`src/rtl/regfile_param.sv`:
```
// Parameterised register file with byte-enabled writes, optional write-to-read bypass,
// a debug/LCD mirror and a valid/ready register dump stream.
module regfile_param #(
    parameter int DATA_W   = 32,
    parameter int ADDR_W   = 5,
    parameter int BYPASS   = 1,
    parameter int ZERO_REG = 1,
    parameter int LCD_IDX  = 2
) (
    input  logic                clk,
    input  logic                reset,
    input  logic [ADDR_W-1:0]   rd_addr1,
    input  logic [ADDR_W-1:0]   rd_addr2,
    output logic [DATA_W-1:0]   rd_data1,
    output logic [DATA_W-1:0]   rd_data2,
    input  logic                wr_en,
    input  logic [ADDR_W-1:0]   wr_addr,
    input  logic [DATA_W-1:0]   wr_data,
    input  logic [DATA_W/8-1:0] wr_be,
    input  logic [ADDR_W-1:0]   dbg_addr,
    output logic [DATA_W-1:0]   dbg_data,
    output logic [DATA_W-1:0]   lcd_data,
    input  logic                dump_start,
    output logic                dump_valid,
    input  logic                dump_ready,
    output logic [ADDR_W-1:0]   dump_idx,
    output logic [DATA_W-1:0]   dump_data,
    output logic                dump_busy,
    output logic                dump_done,
    output logic [1:0]          dump_state
);

    localparam int NREGS  = 1 << ADDR_W;
    localparam int NBYTES = DATA_W / 8;
    localparam logic [ADDR_W-1:0] LCD_A = ADDR_W'(LCD_IDX);
    localparam logic [ADDR_W-1:0] LAST  = ADDR_W'(NREGS - 1);

    typedef enum logic [1:0] {
        ST_IDLE = 2'd0,
        ST_SEND = 2'd1,
        ST_DONE = 2'd2
    } dump_state_t;

    function automatic logic hardwired(input logic [ADDR_W-1:0] a);
        return (ZERO_REG != 0) && (a == '0);
    endfunction

    logic [DATA_W-1:0] regs [NREGS];
    logic [DATA_W-1:0] wr_mask;
    logic [DATA_W-1:0] wr_merged;
    logic              wr_fire;

    // Writes are suppressed during reset and for the hardwired zero register.
    assign wr_fire = wr_en && !reset && !hardwired(wr_addr);

    always_comb begin
        wr_mask = '0;
        for (int b = 0; b < NBYTES; b++) begin
            wr_mask[b*8 +: 8] = {8{wr_be[b]}};
        end
    end

    assign wr_merged = (regs[wr_addr] & ~wr_mask) | (wr_data & wr_mask);

    always_ff @(posedge clk or posedge reset) begin
        if (reset) begin
            for (int i = 0; i < NREGS; i++) begin
                regs[i] <= '0;
            end
        end else if (wr_fire) begin
            regs[wr_addr] <= wr_merged;
        end
    end

    logic [DATA_W-1:0] raw1;
    logic [DATA_W-1:0] raw2;
    logic              byp1;
    logic              byp2;

    assign raw1 = hardwired(rd_addr1) ? '0 : regs[rd_addr1];
    assign raw2 = hardwired(rd_addr2) ? '0 : regs[rd_addr2];
    assign byp1 = (BYPASS != 0) && wr_fire && (wr_addr == rd_addr1);
    assign byp2 = (BYPASS != 0) && wr_fire && (wr_addr == rd_addr2);

    assign rd_data1 = byp1 ? ((raw1 & ~wr_mask) | (wr_data & wr_mask)) : raw1;
    assign rd_data2 = byp2 ? ((raw2 & ~wr_mask) | (wr_data & wr_mask)) : raw2;
    assign dbg_data = hardwired(dbg_addr) ? '0 : regs[dbg_addr];
    assign lcd_data = hardwired(LCD_A) ? '0 : regs[LCD_A];

    // Dump stream: dump_valid asserted means dump_idx/dump_data are offered;
    // a transfer happens on a rising edge where both dump_valid and dump_ready are 1.
    dump_state_t       state;
    logic [ADDR_W-1:0] idx;
    logic              valid_q;
    logic              busy_q;
    logic              done_q;

    always_ff @(posedge clk or posedge reset) begin
        if (reset) begin
            state   <= ST_IDLE;
            idx     <= '0;
            valid_q <= 1'b0;
            busy_q  <= 1'b0;
            done_q  <= 1'b0;
        end else begin
            case (state)
                ST_IDLE: begin
                    if (dump_start) begin
                        state   <= ST_SEND;
                        idx     <= '0;
                        valid_q <= 1'b1;
                        busy_q  <= 1'b1;
                    end
                end
                ST_SEND: begin
                    if (dump_ready) begin
                        if (idx == LAST) begin
                            state   <= ST_DONE;
                            valid_q <= 1'b0;
                            done_q  <= 1'b1;
                        end else begin
                            idx <= idx + 1'b1;
                        end
                    end
                end
                ST_DONE: begin
                    state  <= ST_IDLE;
                    idx    <= '0;
                    done_q <= 1'b0;
                    busy_q <= 1'b0;
                end
                default: begin
                    state   <= ST_IDLE;
                    idx     <= '0;
                    valid_q <= 1'b0;
                    busy_q  <= 1'b0;
                    done_q  <= 1'b0;
                end
            endcase
        end
    end

    // Dump data reads stored contents, so a coinciding write shows its old value.
    assign dump_data  = (valid_q && !hardwired(idx)) ? regs[idx] : '0;
    assign dump_valid = valid_q;
    assign dump_busy  = busy_q;
    assign dump_done  = done_q;
    assign dump_idx   = idx;
    assign dump_state = state;

endmodule
```
`config.mk`:
```
export PLATFORM = sky130hd
export DESIGN_NAME = regfile_param
export DESIGN_NICKNAME = d
export VERILOG_FILES = /design/src/rtl/regfile_param.sv
export SDC_FILE = /design/constraint.sdc
export NUM_CORES = 2
export LEC_CHECK = 0
export CORE_UTILIZATION = 23
export CTS_CLUSTER_DIAMETER = 200
export DETAILED_ROUTE_END_ITERATION = 12
export PLACE_DENSITY_LB_ADDON = 0.3
export SLEW_MARGIN = 40
export SYNTH_ARGS = -nofsm -noshare
export SYNTH_HDL_FRONTEND = slang
export SYNTH_SLANG_ARGS = --single-unit
```
`constraint.sdc`:
```
create_clock -name clk -period 34.1 [get_ports clk]
set_input_delay 6.82 -clock clk [delete_from_list [all_inputs] [get_ports clk]]
set_output_delay 6.82 -clock clk [all_outputs]
set_load 0.02 [all_outputs]
```
### Word-level counts from Yosys, hierarchy flattened

Index checks and enable logic that the tools add are counted.

| word-level totals | value |
|---|---|
| bits in registers | 1034 |
| input bits | 61 |
| output and inout port bits | 170 |
| word-level logic and storage cells | 129 |

| operators by class | value |
|---|---|
| $add $sub $neg | 1 |
| $lt $le $gt $ge | 6 |
| eq/ne operators | 9 |
| muxes and demuxes | 40 |
| bitwise gates (word level) | 16 |
| reduce and logical (&&, ||, !) cells | 20 |

Operators by type and width:

| kind | number |
|---|---|
| $bwmux W1024 | 1 |
| $bmux W32 S5 | 5 |
| $mux W32 | 17 |
| $demux W32 S5 | 1 |
| $and A32 B32 Y32 | 4 |
| $or A32 B32 Y32 | 3 |
| $not A32 Y32 | 1 |
| $ge A6 B6 Y1 const B | 5 |
| $not A5 Y6 | 5 |
| $logic_not A5 Y1 | 5 |
| $mux W5 | 3 |
| $eq A5 B5 Y1 | 2 |
| $pmux W5 S2 | 1 |
| $reduce_and A3 Y1 | 3 |
| $ne A2 B2 Y1 const B | 4 |
| $logic_and A1 B1 Y1 | 6 |
| $lt A6 B1 Y1 const B | 1 |
| $mux W2 | 3 |
| $add A5 B1 Y5 const B | 1 |
| $eq A5 B5 Y1 const B | 1 |
| $mux W1 | 5 |
| $pmux W1 S2 | 2 |
| $pmux W2 S2 | 1 |
| $reduce_and A4 Y1 | 1 |
| other kinds (7) | 11 |

### Longest topological paths before layout

| depth | value |
|---|---|
| word-level depth | 8 |
| mapped depth | 12 |
| gate-level depth less buffers | 7 |

### Least setup slack after synthesis

Ideal clock, no wire load.

| timing path | value |
|---|---|
| path type | input to output |
| start point | input wr_addr[0] |
| end point | output rd_data1[30] |
| data arrival time | 9.108 ns |
| data required time | 27.280 ns |
| path slack | 18.172 ns |
| cell stages on the path | 8 |
| buffers on the path | 4 |
| cell sequence | buf_6 > buf_8 > or4_4 > buf_6 > a21oi_2 > nor4_2 > buf_2 > o41ai_1 |

| between the ends | value |
|---|---|
| longest elaborated chain between the ends | 5 |
| elaborated cells between the ends (all ways) | 6 |
| classes of those cells | 1 x eq/ne; 1 x mux; 4 x reduce/logical |

Ends and longest elaborated chain:

| element | RTL line | text |
|---|---|---|
| start, declared | 17 | `input logic [ADDR_W-1:0] wr_addr,` |
| $logic_not A5 Y1 | 45 | `return (ZERO_REG != 0) && (a == '0);` |
| $logic_not A1 Y1 | 54 | `assign wr_fire = wr_en && !reset && !hardwired(wr_addr);` |
| $logic_and A1 B1 Y1 | 54 |  |
| $logic_and A1 B1 Y1 (*) | 82 | `assign byp1 = (BYPASS != 0) && wr_fire && (wr_addr == rd_addr1);` |
| $mux W32 (*) | 85 | `assign rd_data1 = byp1 ? ((raw1 & ~wr_mask) \| (wr_data & wr_mask)) : raw1;` |
| end, declared | 14 | `output logic [DATA_W-1:0] rd_data1,` |

Mark *: on every way between the ends. The rest lies on a longest branch, timed or not.

### Worst setup path in the final report

| timing path | value |
|---|---|
| start point | input rd_addr2[1] |
| end point | output rd_data2[13] |

| between the ends | value |
|---|---|
| longest elaborated chain between the ends | 8 |
| elaborated cells between the ends (all ways) | 11 |
| classes of those cells | 1 x eq/ne; 5 x mux; 3 x bitwise; 2 x reduce/logical |

Ends and longest elaborated chain:

| element | RTL line | text |
|---|---|---|
| start, declared | 13 | `input logic [ADDR_W-1:0] rd_addr2,` |
| $not A5 Y6 (implied by the code) | 81 | `assign raw2 = hardwired(rd_addr2) ? '0 : regs[rd_addr2];` |
| $bmux W32 S5 | 81 |  |
| $mux W32 (implied by the code) (2 in a row) | 81 |  |
| $mux W32 | 81 |  |
| $and A32 B32 Y32 | 86 | `assign rd_data2 = byp2 ? ((raw2 & ~wr_mask) \| (wr_data & wr_mask)) : raw2;` |
| $or A32 B32 Y32 | 86 |  |
| $mux W32 (*) | 86 |  |
| end, declared | 15 | `output logic [DATA_W-1:0] rd_data2,` |

Mark *: on every way between the ends. The rest lies on a longest branch, timed or not. The select of a mux whose other input is x is not followed.

==> flow_metrics.env <==
export IMPL_num_vias=63914
export IMPL_coreArea_mm2=0.344
export IMPL_grt_usage_pct=22.4
export IMPL_synthFlopType="dfrtp_1"
export IMPL_start_util_pct=23.2
export IMPL_routedWlPerCell_um=37.8
export IMPL_yosys_top_cells_area="mux4_2 (33%), dfrtp_1 (32%), mux2_2 (9.8%)"
export IMPL_setup_violations=0
export IMPL_path_common_cell="buf_4"
export IMPL_synth_seq_cells=1034
export IMPL_min_from="regs[992]"
export IMPL_crit_type="in2out"
export IMPL_grt_pass1_vias=62269
export IMPL_rrSetupSlack_ns=31.43
export IMPL_required_ns=27.28
export IMPL_clock_path_buffers=4
export IMPL_viasPerCell=6.03
export IMPL_period_minus_slack_ns=18.52
export IMPL_io_buffers=230
export IMPL_layout_drive_gt1_share_pct=41.4
export IMPL_ys_types=77
export IMPL_slowest_stage="buf_4"
export IMPL_crit_path_max_incr_delay_ns=0.80
export IMPL_die_width_um=590
export IMPL_synth_top_area_cell="mux4_2"
export IMPL_clock_skew_ns=0.0497
export IMPL_rows=215
export IMPL_avgSynthCellArea_um2=13.1
export IMPL_antenna_left=0
export IMPL_gp_congestion=0.926
export IMPL_wirelength_um=401000
export IMPL_mostFrequentLayoutCell="mux4_2"
export IMPL_n_fill_cell=35237
export IMPL_postCtsHoldBufs=0
export IMPL_drtIter0Drc=8729
export IMPL_cts_tree="yes"
export IMPL_holdCritPathClass="reg2reg"
export IMPL_post_cts_setup_buffer_count=0
export IMPL_root_buffer="clkbuf_16"
export IMPL_dp_hpwl_um=261000
export IMPL_synthCells=6089
export IMPL_reg2reg_depth=5
export IMPL_r2r_start="regs[841]"
export IMPL_powerDensity_mw_per_mm2=50.2
export IMPL_antenna_found_initial=15
export IMPL_status="completed"
export IMPL_ios=231
export IMPL_critPathTopFamily="buffers and inverters"
export IMPL_synth_top_area_share_pct=33.4
export IMPL_worstMarginPinSlew_ns=0.979
export IMPL_grt_max_degree=146
export IMPL_synth_edf_count=0
export IMPL_route_detailed_drc=0
export IMPL_synth_area_mm2=0.0796
export IMPL_cts_sinks=1034
export IMPL_fin_hold_ws_ns=0.438
export IMPL_peakVddDrop_uv=45.3
export IMPL_crit_buf_inv=5
export IMPL_final_cell_mix="mux4_2 (1,182), dfrtp_1 (1,028), mux2_2 (695)"
export IMPL_relSlewSlack_pct=34.7
export IMPL_cp_cell_sequence="buf_8 -> buf_4 -> buf_6 -> buf_4 -> mux4_2 -> a22o_1 -> a221oi_1 -> and3_1 -> a21oi_1 -> clkdlybuf4s50_1"
export IMPL_start_kind="input port"
export IMPL_htreeDepth=4
export IMPL_firstDrtPassIters=6
export IMPL_hold_viol=0
export IMPL_min_path_cells=0
export IMPL_yosysSeqAreaShare_pct=32.5
export IMPL_hold_end="regs[992]"
export IMPL_setup_tns_final_ns=0
export IMPL_worstSkewPairLatency_ns=0.84
export IMPL_synthesis_nets=6153
export IMPL_drv_cap=0
export IMPL_grt_pass1_wl_um=548000
export IMPL_p_leak_nw=36.6
export IMPL_clock_fmax_mhz=54.0
export IMPL_path_clk_slew_ns=0.06
export IMPL_rsz0062_at_grt="false"
export IMPL_period_share_pct=54.3
export IMPL_finalMaxSlewViolations=0
export IMPL_ys_warn_count=0
export IMPL_fp_dieArea_mm2=0.349
export IMPL_grt_ovfl_total=0
export IMPL_die_y_um=590
export IMPL_cts_resized=0
export IMPL_async_flop_share_pct=100
export IMPL_layout_nets=6006
export IMPL_cts_buffers=139
export IMPL_path_max_fanout=66
export IMPL_cp_end_kind="primary output"
export IMPL_area_growth_pct=15.0
export IMPL_worstPathArrival_ns=11.70
export IMPL_rr_endpoint="regs[489]"
## worst max-delay path by stage
stage               slack, ns         from      endpoint  cells past startpoint
floorplan               13.03        reset     dump_busy                      1
global placement        15.44  dbg_addr[0]   dbg_data[5]                      9
detailed placement      15.74  rd_addr2[1]  rd_data2[13]                     10
CTS                     15.73  rd_addr2[1]  rd_data2[13]                     10
global route            15.52  rd_addr2[1]  rd_data2[13]                     10
finish                  15.58  rd_addr2[1]  rd_data2[13]                     10
## cell families (layout without fill, tap and decap cells)
group	Yosys count	after routing	synth area share, %
AOI/OAI and AO/OA	956	956	8.11
and+or+nand+nor	879	879	5.04
DFF	1034	1034	32.5
other	0	16	0
xor gates and xnor gates	8	8	0.0880
muxes	2336	2336	49.2
buffers and inverters	873	817	5.05
adders and majority gates	3	3	0.0471
## final cells by class
cell class                 count  area (µm²)  area share [%]
antenna                       16        40.0          0.0437
multi-input combinational   4182       50300            55.0
inverter                     106         402           0.439
sequential                  1034       25900            28.3
clock buffer                 194        4080            4.46
clock inverter                38         522           0.570
tap                         4557        5700            6.23
timing repair buffer         479        4600            5.03
## power breakdown
| group | leakage, nW | internal, mW | switching (mW) |
|---|---|---|---|
| clock | 2.26 | 0.921 | 0.615 |
| sequential | 14.0 | 1.35 | 0.239 |
| combinational | 20.3 | 0.656 | 0.816 |
| total | 36.6 | 2.93 | 1.67 |
## flip-flops by register name, summed over array words and instances (netlist names)
| name | count |
|---|---|
| regs | 992 |
| lcd_data | 32 |
| dump_idx | 5 |
| dump_state | 2 |
| dump_busy | 1 |
| dump_done | 1 |
| dump_valid | 1 |
## stage by stage
stage          utilization (%)  setup WS [ns]  cell area [µm²]  power (mW)  cells
6_report                  26.6          15.58            91600        4.60  10606
5_1_grt                   26.6          15.52            91600        4.72  10593
3_3_place_gp              25.1          15.44            86300        3.02  10336
4_1_cts                   26.6          15.73            91400        4.58  10582
2_1_floorplan                -          13.03            79600        2.45   6089
3_5_place_dp              25.2          15.74            86800        3.04  10350
## layer usage
metal  up-vias  global-route usage [%]  wire (µm)
li1      24116                       -          -
met1     33784                    26.3     141000
met2      4646                    34.2     179000
met3      1356                    5.99      40200
met4        12                    19.2      40400
met5         -                       0         79
## cell usage after synthesis (7+ instances only)
master / count
mux4_1: 7
buf_1: 78
nand4_1: 12
a22oi_1: 182
nor2b_1: 52
o22a_1: 8
buf_4: 98
o21ai_0: 340
o22ai_1: 114
nor4_1: 8
a32oi_1: 17
a22o_1: 56
buf_6: 12
a32o_1: 40
and4_1: 8
a211oi_1: 37
a21oi_1: 34
mux2i_1: 451
nand3_1: 89
buf_2: 220
nor3_1: 47
nand2_1: 430
o31ai_1: 62
mux2_2: 695
a32oi_2: 8
o221ai_1: 8
nand3b_1: 7
inv_1: 105
clkbuf_1: 358
a221oi_1: 25
and3_1: 12
nand2_2: 7
dfrtp_1: 1034
nor2_1: 162
nand2b_1: 7
mux4_2: 1182
(Power assumes the default switching activity.)
